--- config.mk ---
export PLATFORM = sky130hd
export DESIGN_NAME = mole_popup_animator
export DESIGN_NICKNAME = d
export VERILOG_FILES = /design/src/rtl/game_pkg.sv /design/src/rtl/frame_step_prescaler.sv /design/src/rtl/mole_popup_animator.sv
export SDC_FILE = /design/constraint.sdc
export NUM_CORES = 1
export LEC_CHECK = 0
export ABC_AREA = 0
export BUFFER_PORTS_ARGS = -buffer_cell sky130_fd_sc_hd__buf_4
export CAP_MARGIN = 25
export CORE_ASPECT_RATIO = 1.2
export CORE_MARGIN = 3
export CORE_UTILIZATION = 25
export DETAILED_ROUTE_END_ITERATION = 6
export GPL_TIMING_DRIVEN = 0
export PLACE_DENSITY = 0.39
export SETUP_SLACK_MARGIN = 0.5
export SKIP_LAST_GASP = 1
export SLEW_MARGIN = 20
export SYNTH_ARGS = -nofsm -noshare
export SYNTH_HDL_FRONTEND = slang
export SYNTH_SLANG_ARGS = --single-unit
--- constraint.sdc ---
create_clock -name clk_i -period 2.4 [get_ports clk_i]
set_input_delay 0.48 -clock clk_i [delete_from_list [all_inputs] [get_ports clk_i]]
set_output_delay 0.48 -clock clk_i [all_outputs]
set_load 0.05 [all_outputs]
--- src/rtl/game_pkg.sv ---
// rtl/game_pkg.sv - game-state codes, sprite codes and animator states
// Purpose: constants and types shared by the game-state FSM and the mole popup animator.
// Ports:   none (package).
package game_pkg;

   // Game-state FSM codes observed on display_state
   localparam logic [3:0] GS_IDLE               = 4'd0;
   localparam logic [3:0] GS_MOLE_MISSED        = 4'd5;
   localparam logic [3:0] GS_MOLE_WHACKED       = 4'd6;
   localparam logic [3:0] GS_GAME_OVER          = 4'd8;
   localparam logic [3:0] GS_MOLE_MISSED_SOUND  = 4'd9;
   localparam logic [3:0] GS_MOLE_WHACKED_SOUND = 4'd10;
   localparam logic [3:0] GS_ASCENDING          = 4'd13;
   localparam logic [3:0] GS_HAPPY_DESC         = 4'd14;
   localparam logic [3:0] GS_DEAD_DESC          = 4'd15;

   typedef enum logic [1:0] {
      SPR_NONE   = 2'd0,
      SPR_NORMAL = 2'd1,
      SPR_HAPPY  = 2'd2,
      SPR_DEAD   = 2'd3
   } sprite_e;

   typedef enum logic [1:0] {
      A_IDLE = 2'd0,
      A_RISE = 2'd1,
      A_HOLD = 2'd2,
      A_FALL = 2'd3
   } anim_state_e;

   // Sprite shown while the mole is held up (and carried into the descent)
   function automatic sprite_e hold_sprite(input logic [3:0] ds);
      sprite_e spr;
      case (ds)
         GS_MOLE_MISSED, GS_MOLE_MISSED_SOUND, GS_HAPPY_DESC:  spr = SPR_HAPPY;
         GS_MOLE_WHACKED, GS_MOLE_WHACKED_SOUND, GS_DEAD_DESC: spr = SPR_DEAD;
         default:                                              spr = SPR_NORMAL;
      endcase
      return spr;
   endfunction

   function automatic logic is_abort(input logic [3:0] ds);
      return (ds == GS_IDLE) || (ds == GS_GAME_OVER);
   endfunction

endpackage

--- src/rtl/frame_step_prescaler.sv ---
// rtl/frame_step_prescaler.sv - divides frame ticks down to animation step ticks
// Purpose: counts frame_tick pulses and fires step_tick on every FRAMES_PER_STEP-th one.
// Ports:   clk_i, reset_i (sync, active-high), clear_i (restart count, swallows a
//          coincident tick), frame_tick_i (one pulse per frame), step_tick_o (comb pulse).
module frame_step_prescaler #(
   parameter int unsigned FRAMES_PER_STEP = 2
) (
   input  logic clk_i,
   input  logic reset_i,
   input  logic clear_i,
   input  logic frame_tick_i,
   output logic step_tick_o
);

   localparam logic [3:0] LAST = 4'(FRAMES_PER_STEP - 1);

   logic [3:0] cnt_q;

   // A tick that lands on a clear cycle is discarded, not counted
   assign step_tick_o = frame_tick_i && !clear_i && (cnt_q == LAST);

   always_ff @(posedge clk_i) begin
      if (reset_i || clear_i) begin
         cnt_q <= '0;
      end else if (frame_tick_i) begin
         cnt_q <= (cnt_q == LAST) ? 4'd0 : cnt_q + 4'd1;
      end
   end

endmodule

--- src/rtl/mole_popup_animator.sv ---
// rtl/mole_popup_animator.sv - mole sprite rise/hold/fall animation sequencer
// Purpose: follows the game-state FSM and produces per-frame sprite height, sprite
//          selection and hole index, plus a one-cycle popup_done on animation completion.
// Ports:   clk_i, reset_i (sync, active-high), frame_tick_i, display_state_i[3:0],
//          mole_location_i[2:0] -> mole_height_o[HEIGHT_W-1:0], mole_visible_o,
//          sprite_sel_o[1:0], anim_location_o[2:0], popup_done_o.
module mole_popup_animator
   import game_pkg::*;
#(
   parameter int unsigned FRAMES_PER_STEP = 2,
   parameter int unsigned STEP_PX         = 4,
   parameter int unsigned MAX_HEIGHT      = 64,
   parameter int unsigned HEIGHT_W        = 7
) (
   input  logic                clk_i,
   input  logic                reset_i,
   input  logic                frame_tick_i,
   input  logic [3:0]          display_state_i,
   input  logic [2:0]          mole_location_i,
   output logic [HEIGHT_W-1:0] mole_height_o,
   output logic                mole_visible_o,
   output logic [1:0]          sprite_sel_o,
   output logic [2:0]          anim_location_o,
   output logic                popup_done_o
);

   localparam int unsigned HW1 = HEIGHT_W + 1;
   localparam logic [HEIGHT_W:0] STEP_W = HW1'(STEP_PX);
   localparam logic [HEIGHT_W:0] MAX_W  = HW1'(MAX_HEIGHT);

   anim_state_e         state_q;
   logic [HEIGHT_W-1:0] height_q;
   sprite_e             sprite_q;
   logic [2:0]          loc_q;
   logic                done_q;

   logic                step_tick;
   logic                abort;
   logic                disp_trans;
   logic [HEIGHT_W:0]   h_sum;
   logic [HEIGHT_W:0]   h_diff;
   logic [HEIGHT_W-1:0] h_up;
   logic [HEIGHT_W-1:0] h_dn;

   // Height arithmetic one bit wider so the clamp sees overflow instead of wrapping
   always_comb begin
      h_sum  = {1'b0, height_q} + STEP_W;
      h_diff = {1'b0, height_q} - STEP_W;
      h_up   = (h_sum >= MAX_W) ? MAX_W[HEIGHT_W-1:0] : h_sum[HEIGHT_W-1:0];
      h_dn   = ({1'b0, height_q} <= STEP_W) ? '0 : h_diff[HEIGHT_W-1:0];
   end

   // State changes that do not depend on step_tick; these restart the prescaler.
   // Tick-driven changes need no clear since the prescaler has just wrapped.
   always_comb begin
      abort      = is_abort(display_state_i);
      disp_trans = 1'b0;
      case (state_q)
         A_IDLE:  disp_trans = (display_state_i == GS_ASCENDING);
         A_RISE:  disp_trans = abort || (display_state_i != GS_ASCENDING);
         A_HOLD:  disp_trans = abort || (display_state_i == GS_HAPPY_DESC)
                                     || (display_state_i == GS_DEAD_DESC);
         A_FALL:  disp_trans = abort || (height_q == '0);
         default: disp_trans = 1'b1;
      endcase
   end

   frame_step_prescaler #(
      .FRAMES_PER_STEP (FRAMES_PER_STEP)
   ) u_prescaler (
      .clk_i        (clk_i),
      .reset_i      (reset_i),
      .clear_i      (disp_trans),
      .frame_tick_i (frame_tick_i),
      .step_tick_o  (step_tick)
   );

   always_ff @(posedge clk_i) begin
      if (reset_i) begin
         state_q  <= A_IDLE;
         height_q <= '0;
         sprite_q <= SPR_NONE;
         loc_q    <= '0;
         done_q   <= 1'b0;
      end else begin
         done_q <= 1'b0;
         case (state_q)
            A_IDLE: begin
               height_q <= '0;
               sprite_q <= SPR_NONE;
               if (display_state_i == GS_ASCENDING) begin
                  state_q  <= A_RISE;
                  loc_q    <= mole_location_i;
                  sprite_q <= SPR_NORMAL;
               end
            end
            A_RISE: begin
               if (abort) begin
                  state_q  <= A_IDLE;
                  height_q <= '0;
                  sprite_q <= SPR_NONE;
               end else if (display_state_i != GS_ASCENDING) begin
                  // Early stomp: freeze where we are, no completion pulse
                  state_q  <= A_HOLD;
                  sprite_q <= hold_sprite(display_state_i);
               end else if (step_tick) begin
                  height_q <= h_up;
                  if ({1'b0, h_up} == MAX_W) begin
                     done_q  <= 1'b1;
                     state_q <= A_HOLD;
                  end
               end
            end
            A_HOLD: begin
               if (abort) begin
                  state_q  <= A_IDLE;
                  height_q <= '0;
                  sprite_q <= SPR_NONE;
               end else begin
                  sprite_q <= hold_sprite(display_state_i);
                  if ((display_state_i == GS_HAPPY_DESC) ||
                      (display_state_i == GS_DEAD_DESC)) begin
                     state_q <= A_FALL;
                  end
               end
            end
            A_FALL: begin
               if (abort) begin
                  state_q  <= A_IDLE;
                  height_q <= '0;
                  sprite_q <= SPR_NONE;
               end else if (height_q == '0) begin
                  // Nothing left to sink: complete without waiting for a tick
                  done_q   <= 1'b1;
                  sprite_q <= SPR_NONE;
                  state_q  <= A_IDLE;
               end else if (step_tick) begin
                  height_q <= h_dn;
                  if (h_dn == '0) begin
                     done_q   <= 1'b1;
                     sprite_q <= SPR_NONE;
                     state_q  <= A_IDLE;
                  end
               end
            end
            default: begin
               state_q  <= A_IDLE;
               height_q <= '0;
               sprite_q <= SPR_NONE;
            end
         endcase
      end
   end

   assign mole_height_o   = height_q;
   assign mole_visible_o  = (height_q != '0);
   assign sprite_sel_o    = sprite_q;
   assign anim_location_o = loc_q;
   assign popup_done_o    = done_q;

endmodule

Yosys cells after proc, flatten, opt, wreduce, memory -nomap -nowiden
Cells that the tools add are included.
- flip-flop bits (word level): 19
- bits of input ports: 10
- word-level logic and storage cells: 97
- add/sub/neg operators: 3
- order comparisons: 2
- eq/ne operators: 26
- multiplexer cells: 39
- reductions and logical operators: 21
- operators by type and width (operator ; count):
    7-bit two-way mux ; 9
    2-bit two-way mux ; 14
    7-bit one-hot mux with 4 select lines ; 1
    4-bit equality test (second input constant) ; 6
    4-bit != test (second input constant) ; 5
    3-bit != test (second input constant) ; 6
    2-bit one-hot mux with 4 select lines ; 2
    7-bit zero test ; 2
    1-bit two-way mux ; 9
    7-bit by 3-bit adder with 8-bit output (second input constant) ; 1
    4-bit by 3-bit equality test with 1-bit output (second input constant) ; 2
    8-bit by 7-bit >= comparator with 1-bit output (second input constant) ; 1
    7-bit equality test (second input constant) ; 1
    7-bit by 3-bit less-or-equal comparator with 1-bit output (second input constant) ; 1
    1-bit logical OR ; 7
    7-bit nonzero test ; 1
    7-bit by 3-bit subtractor with 7-bit output (second input constant) ; 1
    6-bit AND reduction ; 1
    3-bit OR reduction ; 2
    5-bit AND reduction ; 1
    4-bit by 1-bit adder with 4-bit output (second input constant) ; 1
    2-bit equality test (second input constant) ; 2
    4-bit by 1-bit equality test with 1-bit output (second input constant) ; 1
    4-bit zero test ; 1
    11 further kinds ; 13

Logic depth before layout (Yosys ltp)
Gate-level depths: netlist (run 1).
- word-level depth: 12
- depth in mapped cells: 8
- depth with buffers taken out: 8

Hierarchy
From an unflattened synthesis (run 1), not the netlist that was laid out.
- cell total of the unflattened synthesis: 188
- area total of the unflattened synthesis: 1525.2 um2
- by module, submodules not included (module ; times used ; cells each ; area each (um2) ; seq. area each (um2)):
    mole_popup_animator ; 1 ; 167 ; 1312.5 ; 300.3
    frame_step_prescaler ; 1 ; 21 ; 212.7 ; 80.1

Worst setup path before layout (run 1)
OpenSTA, ideal clock, no wires.
- path type: reg-to-reg
- from: reg height_q[2], in the netlist mole_height_o[2]
- to: reg state_q[0]
- library setup time: 0.123 ns
- data arrival time: 2.611 ns
- required time: 2.277 ns
- setup slack: -0.334 ns
- cell stages (with the launch flop): 8
- cell sequence: dfxtp_1 inv_1 ha_1 nand3b_1 or4_1 a221oi_2 o221a_2 mux2_1
- cells in the longest elaborated chain, start to end: 8
- elaborated cells on any way between the ends: 22
- classes of those cells: add/sub: 2; order compare: 2; eq/ne: 5; mux: 6; reduce/logical: 7
- ends and longest elaborated chain (what ; RTL line ; text):
    start: declaration ; mole_popup_animator.sv:32 ; logic [HEIGHT_W-1:0] height_q;
    start signal: assignment ; mole_popup_animator.sv:107 ; height_q <= h_up;
    start signal: assignment ; mole_popup_animator.sv:138 ; height_q <= h_dn;
    parallel branches: the longest is 8 deep, another holds 7-bit by 3-bit adder with 8-bit output ; -- ;
    end signal: assignment ; mole_popup_animator.sv:80 ; state_q <= A_IDLE;
    end signal: assignment ; mole_popup_animator.sv:92 ; state_q <= A_RISE;
    end signal: assignment ; mole_popup_animator.sv:99 ; state_q <= A_IDLE;
    end: declaration ; mole_popup_animator.sv:31 ; anim_state_e state_q;
Several ways; the timed one is not identified.
A chain may end at the register's enable or synchronous reset.

Worst setup path after layout (run 1)
- from: reg state_q[0]
- to: reg state_q[1]
- cells in the longest elaborated chain, start to end: 7
- elaborated cells on any way between the ends: 16
- classes of those cells: eq/ne: 9; mux: 2; reduce/logical: 5
- ends and longest elaborated chain (what ; RTL line ; text):
    2-bit equality test (tied with other cells) ; mole_popup_animator.sv:58, mole_popup_animator.sv:87 ;
    1-bit one-hot mux with 4 select lines ; mole_popup_animator.sv:58 ; case (state_q)
    1-bit zero test ; frame_step_prescaler.sv:20 ; assign step_tick_o = frame_tick_i && !clear_i && (cnt_q == LAST);
    1-bit logical AND (2 in a row) ; frame_step_prescaler.sv:20 ;
    4-bit != test (no source line) ; -- ;
    6-bit AND reduction (no source line) ; -- ;
Parallel ways exist; a longest one is shown, timed or not.

==> results.yml, run 1 <==
global_routing:
  grt_pass1_vias: 1486
  grt_pass1_wl_um: 6970
  grt-ovfl-total: 0
  antenna_found_initial: 0
  grt_max_degree: 11
  grt_usage: 0.135
min_path:
  hp-start: "mole_height_o[0]"
  holdPathStages: 1
  hp-class: "register to register"
  whs_endpoint: "mole_height_o[0]"
drt:
  drcViolationCount: 0
  wirelength_um: 4140
  ant_nets: 0
  viasPerCell: 5.24
  vias: 1447
  drt_iter0_markers: 44
  wl_per_cell_um: 15.0
  drt-pass1-iter-count: 4
power_and_ir_drop:
  p_leak_nw: 0.763
  power_density_mw_per_mm2: 778
  p_total_mw: 1.55
  vdd_drop_max_mv: 0.290
floorplanning:
  coreArea_mm2: 0.00533
  pin_count: 24
  initial_core_util: 0.260
  fp.dieW_um: 73.9
  fp.dieArea_mm2: 0.00647
  die_y_um: 87.5
  rows: 29
yosys:
  synth_fa_ha_area_frac: 0.0813
  ys_async_sr_fraction: 0
  ys_types: 50
  synth_mux_area_frac: 0.0316
  synth-compound-area-share: 0.256
  yosysMostFrequentCell: "nor2_1"
  netlist_instances: 175
  yosys_warnings: 0
  synth_simple_gate_area_frac: 0.267
  seq_area_frac_synth: 0.275
  synthTopCellsByCount: "20 x nor2_1, 19 x dfxtp_1, 17 x nand2_1"
  synth-xor-area-share: 0.0443
  yosysTopAreaCell: "dfxtp_1"
  synth_nets: 194
  synth_top_cell_area_share: 0.275
  synth_edf_count: 0
  synthTopCellsByArea: "dfxtp_1 27%, ha_1 8.1%, a21oi_1 5.4%"
  synth_seq_cells: 19
  syn_area_mm2: 0.00139
  synth_top_family_by_area: "simple AND/OR/NAND/NOR gates"
  ys.flop_type: "dfxtp_1"
  syn_avg_cell_area_um2: 7.91
setup_path:
  crit_path_start_kind: "register"
  cp.arrival_ns: 2.44
  slowest_stage: "a221o_1"
  rrSetupSlack_ns: 0.11
  r2r_cells: 7
  path_cells: "ha_4 -> o31ai_4 -> a31o_2 -> a221o_1 -> a221oi_4 -> o221a_4 -> mux2_4"
  critPathCaptureType: "register"
  required_ns: 2.55
  crit_type: "register to register"
  r2r_end: "state_q[1]"
  cpPeakStageDelay_ns: 0.40
  worstReg2RegStart: "state_q[0]"
  crit_buf_inv: 0
  crit_fanout: 3
  cp_top_family: "compound AO/OA/AOI/OAI gates"
sta:
  timing.fmax_mhz: 437
  min_period_ns: 2.29
  clock_skew_ns: 0.00352
  hold_viol: 0
  holdWs_ns: 0.463
  slew_viol_final: 0
  final-setup-viol-count: 0
  tightest_slew_ns: 0.814
  maxSlewHeadroom: 0.456
  rsz0062_at_grt: "yes"
  post-route-period-util: 0.954
clock_network:
  clkTransAtPathRegs_ns: 0.08
  numCtsBuffers: 3
  cts_root_buffer: "clkbuf_8"
  clock_path_buffers: 2
  ctsHoldBuffers: 0
  clock_latency_ns: 0.26
  cts_max_level: 1
  cts_tree: "built"
  clock_sink_count: 19
final_layout:
  antenna_cells: 0
  multi_input_area_mm2: 0.00110
  final_nets: 234
  register_area_um2: 407
  syn2layout_area_growth_pct: 44.3
  final_layout_size_suffix_gt1_frac: 0.360
  fill_cells: 572
flow_run:
  cap_viol_max_count: 0
placement:
  hpwl_um: 3070
  port_buffers: 23
  place_congestion: 0.826
status:
  status: "finished, final reports clean"
[final cells by class]
cell class | instances | area share
Tap cell | 62 | 0.0388
Buffer | 8 | 0.0357
Multi-Input combinational cell | 143 | 0.552
Clock buffer | 4 | 0.0225
Inverter | 5 | 0.0119
Timing Repair Buffer | 35 | 0.135
Sequential cell | 19 | 0.204
[through the flow]
| stage | utilization | setup TNS (ns) | area [µm²] | cells | setup slack (ns) |
|---|---|---|---|---|---|
| after floorplan | - | 0 | 1460 | 175 | 0.106 |
| after global placement | 0.320 | -0.564 | 1710 | 260 | -0.220 |
| after detailed placement | 0.320 | -0.576 | 1710 | 260 | -0.219 |
| after CTS | 0.356 | 0 | 1900 | 273 | 0.0842 |
| after global routing | 0.375 | 0 | 2000 | 276 | 0.0444 |
| final | 0.375 | 0 | 2000 | 276 | 0.109 |
[sequential cells by signal, indices dropped and copies added (netlist names)]
name               cells
state_q                2
anim_location_o        3
mole_height_o          7
popup_done_o           1
u_prescaler.cnt_q      4
sprite_sel_o           2
[worst max-delay path by stage]
stage	start	end	slack, ns	depth (start not counted)
2_1_floorplan	mole_height_o[2]	state_q[0]	0.11	7
3_3_place_gp	display_state_i[0]	state_q[1]	-0.22	8
3_5_place_dp	display_state_i[0]	state_q[1]	-0.22	8
4_1_cts	state_q[0]	state_q[1]	0.08	7
5_1_grt	state_q[0]	state_q[1]	0.04	7
6_report	state_q[0]	state_q[1]	0.11	7
[logic make-up after synthesis]
group,Yosys count
compound gates,50
fa+ha+maj,9
flops,19
buf+inv,13
simple gates,73
xor+xnor,7
mux,4
[worst register-to-register path: stages, from the launching register on]
cell	delay (ns)
dfxtp_4	0.39
ha_4	0.16
o31ai_4	0.08
a31o_2	0.24
a221o_1	0.40
a221oi_4	0.36
o221a_4	0.26
mux2_4	0.30
[cells in the final DEF (no fill, tap or decap), drive strengths merged, types with 3 or more instances in the layout]
cell type and instances:
and2 3, a21oi 15, nand3 6, xor2 4
nand2 17, nand4 3, nand2b 3, xnor2 3
o21ai 6, ha 9, clkbuf 7, o22a 4
dfxtp 19, nor3 6, nor2 20, buf 40
inv 5, o31ai 3, mux2 3
[where the power goes]
part,internal [mW],switching (mW),total (mW)
Clock,0.118,0.113,0.231
Combinational,0.386,0.536,0.922
Sequential,0.360,0.0419,0.402
[timing repair]
item                       4_1_cts  5_1_grt
resized for setup               18       15
setup buffers                    9        3
pin swaps                        5        3
setup endpoints to repair       17       13
[per-layer routing]
metal	vias to the layer above	part of all wire	global-route usage
met4	0	0.021	0.0395
met3	9	0.037	0.0287
li1	720	-	-
met5	-	0	0
met1	687	0.41	0.151
met2	31	0.53	0.252
Note: power is estimated with default switching activity, not from simulation.
==> inputs of run 2 (changes only) <==
- ABC_AREA: 0 -> 1
==> run 2 against run 1 <==
  * Utilization decreased by 4.9 points
  * First-iteration DRC count decreased by 57%
  * Highest routed layer unchanged
  * Setup slack improved by 0.49 ns
  * Final area decreased by 1.5%
  * Largest power group unchanged
  * Sequential power increased by 10%
  * Total power increased by 20%
  * Combinational power increased by 28%
  * Die area increased by 12%
  * Flip-flop and latch count unchanged
  * Synthesized area increased by 13%
==> results.yml, run 2 <==
setup_path:
  cp.arrival_ns: 1.32
  crit_fanout: 6
  cp_top_family: "flip-flops"
  rrSetupSlack_ns: 0.65
  crit_path_start_kind: "register"
  crit_type: "register to output pin"
  slowest_stage: "dfxtp_4"
  worst-path-stages: 6
  path_cells: "inv_4 -> ha_4 -> inv_1 -> nor2_2 -> nand2_4 -> buf_4"
  r2r_cells: 15
  critPathCaptureType: "output pin"
  crit_buf_inv: 3
  required_ns: 1.92
  cpPeakStageDelay_ns: 0.37
global_routing:
  grt_pass1_wl_um: 6750
  grt_pass1_vias: 1493
  grt_max_degree: 13
  grt-ovfl-total: 0
  antenna_found_initial: 0
  grt_usage: 0.116
drt:
  drt-pass1-iter-count: 4
  wl_per_cell_um: 11.6
  drcViolationCount: 0
  vias: 1455
  ant_nets: 0
  drt_iter0_markers: 19
  wirelength_um: 3960
  viasPerCell: 4.27
floorplanning:
  die_y_um: 92.8
  pin_count: 24
  fp.dieArea_mm2: 0.00727
  initial_core_util: 0.259
  coreArea_mm2: 0.00605
  fp.dieW_um: 78.3
  rows: 31
power_and_ir_drop:
  power.net_switching_mw: 0.968
  internal_power_mw: 0.895
  combPwrFrac: 0.634
  sw_frac_of_total: 0.519
  seq_power_share: 0.237
  p_leak_nw: 0.935
  power_density_mw_per_mm2: 947
  clkPwrFrac: 0.129
  vdd_drop_max_mv: 0.441
final_layout:
  syn2layout_area_growth_pct: 25.4
  antenna_cells: 0
  final_cell_mix: "42 x nand2_1, 29 x inv_1, 25 x nor2_1"
  final_layout_size_suffix_gt1_frac: 0.340
  final_common_cell: "nand2_1"
  design_area_mm2: 0.00197
  fill_cells: 712
  largest_register_ffs: 7
  final_nets: 279
sta:
  slew_viol_final: 0
  layout_setup_ws_ns: 0.599
  clock_skew_ns: 0.00748
  tightest_slew_ns: 0.403
  rsz0062_at_grt: "yes"
  post-route-period-util: 0.750
  maxSlewHeadroom: 0.731
  min_period_ns: 1.80
  timing.fmax_mhz: 555
  final-setup-viol-count: 0
  hold_viol: 0
  tns_ns: 0
placement:
  place_area_mm2: 0.00185
  place_congestion: 0.809
  hpwl_um: 3270
  port_buffers: 22
  pre_cts_ws_ns: 0.428
yosys:
  ys.flop_type: "dfxtp_1"
  syn_avg_cell_area_um2: 6.76
  synth_seq_cells: 19
  yosysTopAreaCell: "dfxtp_1"
  ys_types: 34
  synthTopCellsByCount: "43 x nand2_1, 31 x inv_1, 28 x nor2_1"
  netlist_instances: 232
  synthTopCellsByArea: "dfxtp_1 24%, nand2_1 10%, inv_1 7.4%"
  synth_nets: 251
  syn_area_mm2: 0.00157
  synth_top_cell_area_share: 0.242
  yosys_warnings: 0
  synth_edf_count: 0
  ys_async_sr_fraction: 0
  seq_area_frac_synth: 0.242
  yosysMostFrequentCell: "nand2_1"
flow_run:
  cap_viol_max_count: 0
min_path:
  holdPathStages: 2
  hp-class: "register to register"
clock_network:
  cts_max_level: 1
  cts_root_buffer: "clkbuf_8"
  clkTransAtPathRegs_ns: 0.08
  numCtsBuffers: 3
  clock_sink_count: 19
  cts_tree: "built"
  clock_latency_ns: 0.27
  ctsHoldBuffers: 0
  clock_path_buffers: 2
status:
  status: "finished, final reports clean"
-- run 2: changes by cell type in the layout (fill, tap and decap cells not counted), moves of 5 or more --
cell / before / now
o21ai_0: 3 / 10
nand3_1: 6 / 12
buf_4: 33 / 23
nand2_2: 0 / 13
nor2_1: 20 / 25
buf_6: 6 / 1
inv_1: 2 / 29
nand4_1: 3 / 8
inv_2: 1 / 10
nand2_1: 17 / 42
nor2_2: 0 / 7
-- run 2: area by class of cell --
class | count | area, µm² | share of cell area
inverter | 41 | 159 | 0.0807
multi-input combinational | 170 | 1080 | 0.547
buffer | 2 | 15.0 | 0.00763
clock inverter | 1 | 6.26 | 0.00318
sequential | 19 | 394 | 0.200
timing repair buffer | 23 | 173 | 0.0877
tap | 82 | 103 | 0.0521
clock buffer | 3 | 41.3 | 0.0210
-- run 2: final timing paths --
kind                                            to          startpoint
worst max-delay path                mole_visible_o    mole_height_o[2]
worst min-delay path            anim_location_o[1]  anim_location_o[1]
worst max register to register    mole_height_o[4]    mole_height_o[2]
worst min register to register  anim_location_o[1]  anim_location_o[1]
-- run 2: metal layers --
| metal | up-vias | GRT usage | wire length [µm] |
|---|---|---|---|
| met2 | 14 | 0.226 | 2130 |
| met4 | 0 | 0.0394 | 54 |
| met5 | - | 0 | 0 |
| li1 | 790 | - | - |
| met1 | 646 | 0.124 | 1690 |
| met3 | 5 | 0.0165 | 81 |
-- run 2: cells by family (layout without fill, tap and decap cells) --
kind of cell / Yosys count / in the layout / synth area share
XOR/XNOR: 5 / 5 / 0.0279
AND/OR/NAND/NOR: 128 / 128 / 0.445
flip-flops: 19 / 19 / 0.242
AO/OA/AOI/OAI: 28 / 28 / 0.105
adder cells (fa/ha/maj): 9 / 9 / 0.0718
buffers and inverters: 43 / 70 / 0.108
-- run 2: what timing repair did --
action,in CTS,in global routing
pin swaps,0,5
setup endpoints to repair,4,12
buffers inserted,0,1
resized for setup,2,16
-- run 2: through the flow --
step,instances,utilization,total power [mW],hold slack (ns)
after detailed placement,336,0.305,1.58,0.470
after CTS,340,0.313,1.83,0.482
final,341,0.325,1.86,0.474
after floorplan,232,-,1.30,0.461
after global routing,341,0.325,2.03,0.500
after global placement,336,0.305,1.58,0.459
-- run 2: power groups by stage --
| stage | sequential, mW | combinational [mW] | clock, mW |
|---|---|---|---|
| 3_3_place_gp | 0.441 | 1.14 | 0 |
| 3_5_place_dp | 0.440 | 1.14 | 0 |
| 6_report | 0.442 | 1.18 | 0.241 |
| 4_1_cts | 0.435 | 1.14 | 0.252 |
| 5_1_grt | 0.451 | 1.32 | 0.267 |
| 2_1_floorplan | 0.569 | 0.734 | 0 |
-- run 2: worst min-delay path: stages, from the launching register on --
cell,delay [ns]
dfxtp_1,0.32
nand2_1,0.06
a21oi_1,0.05
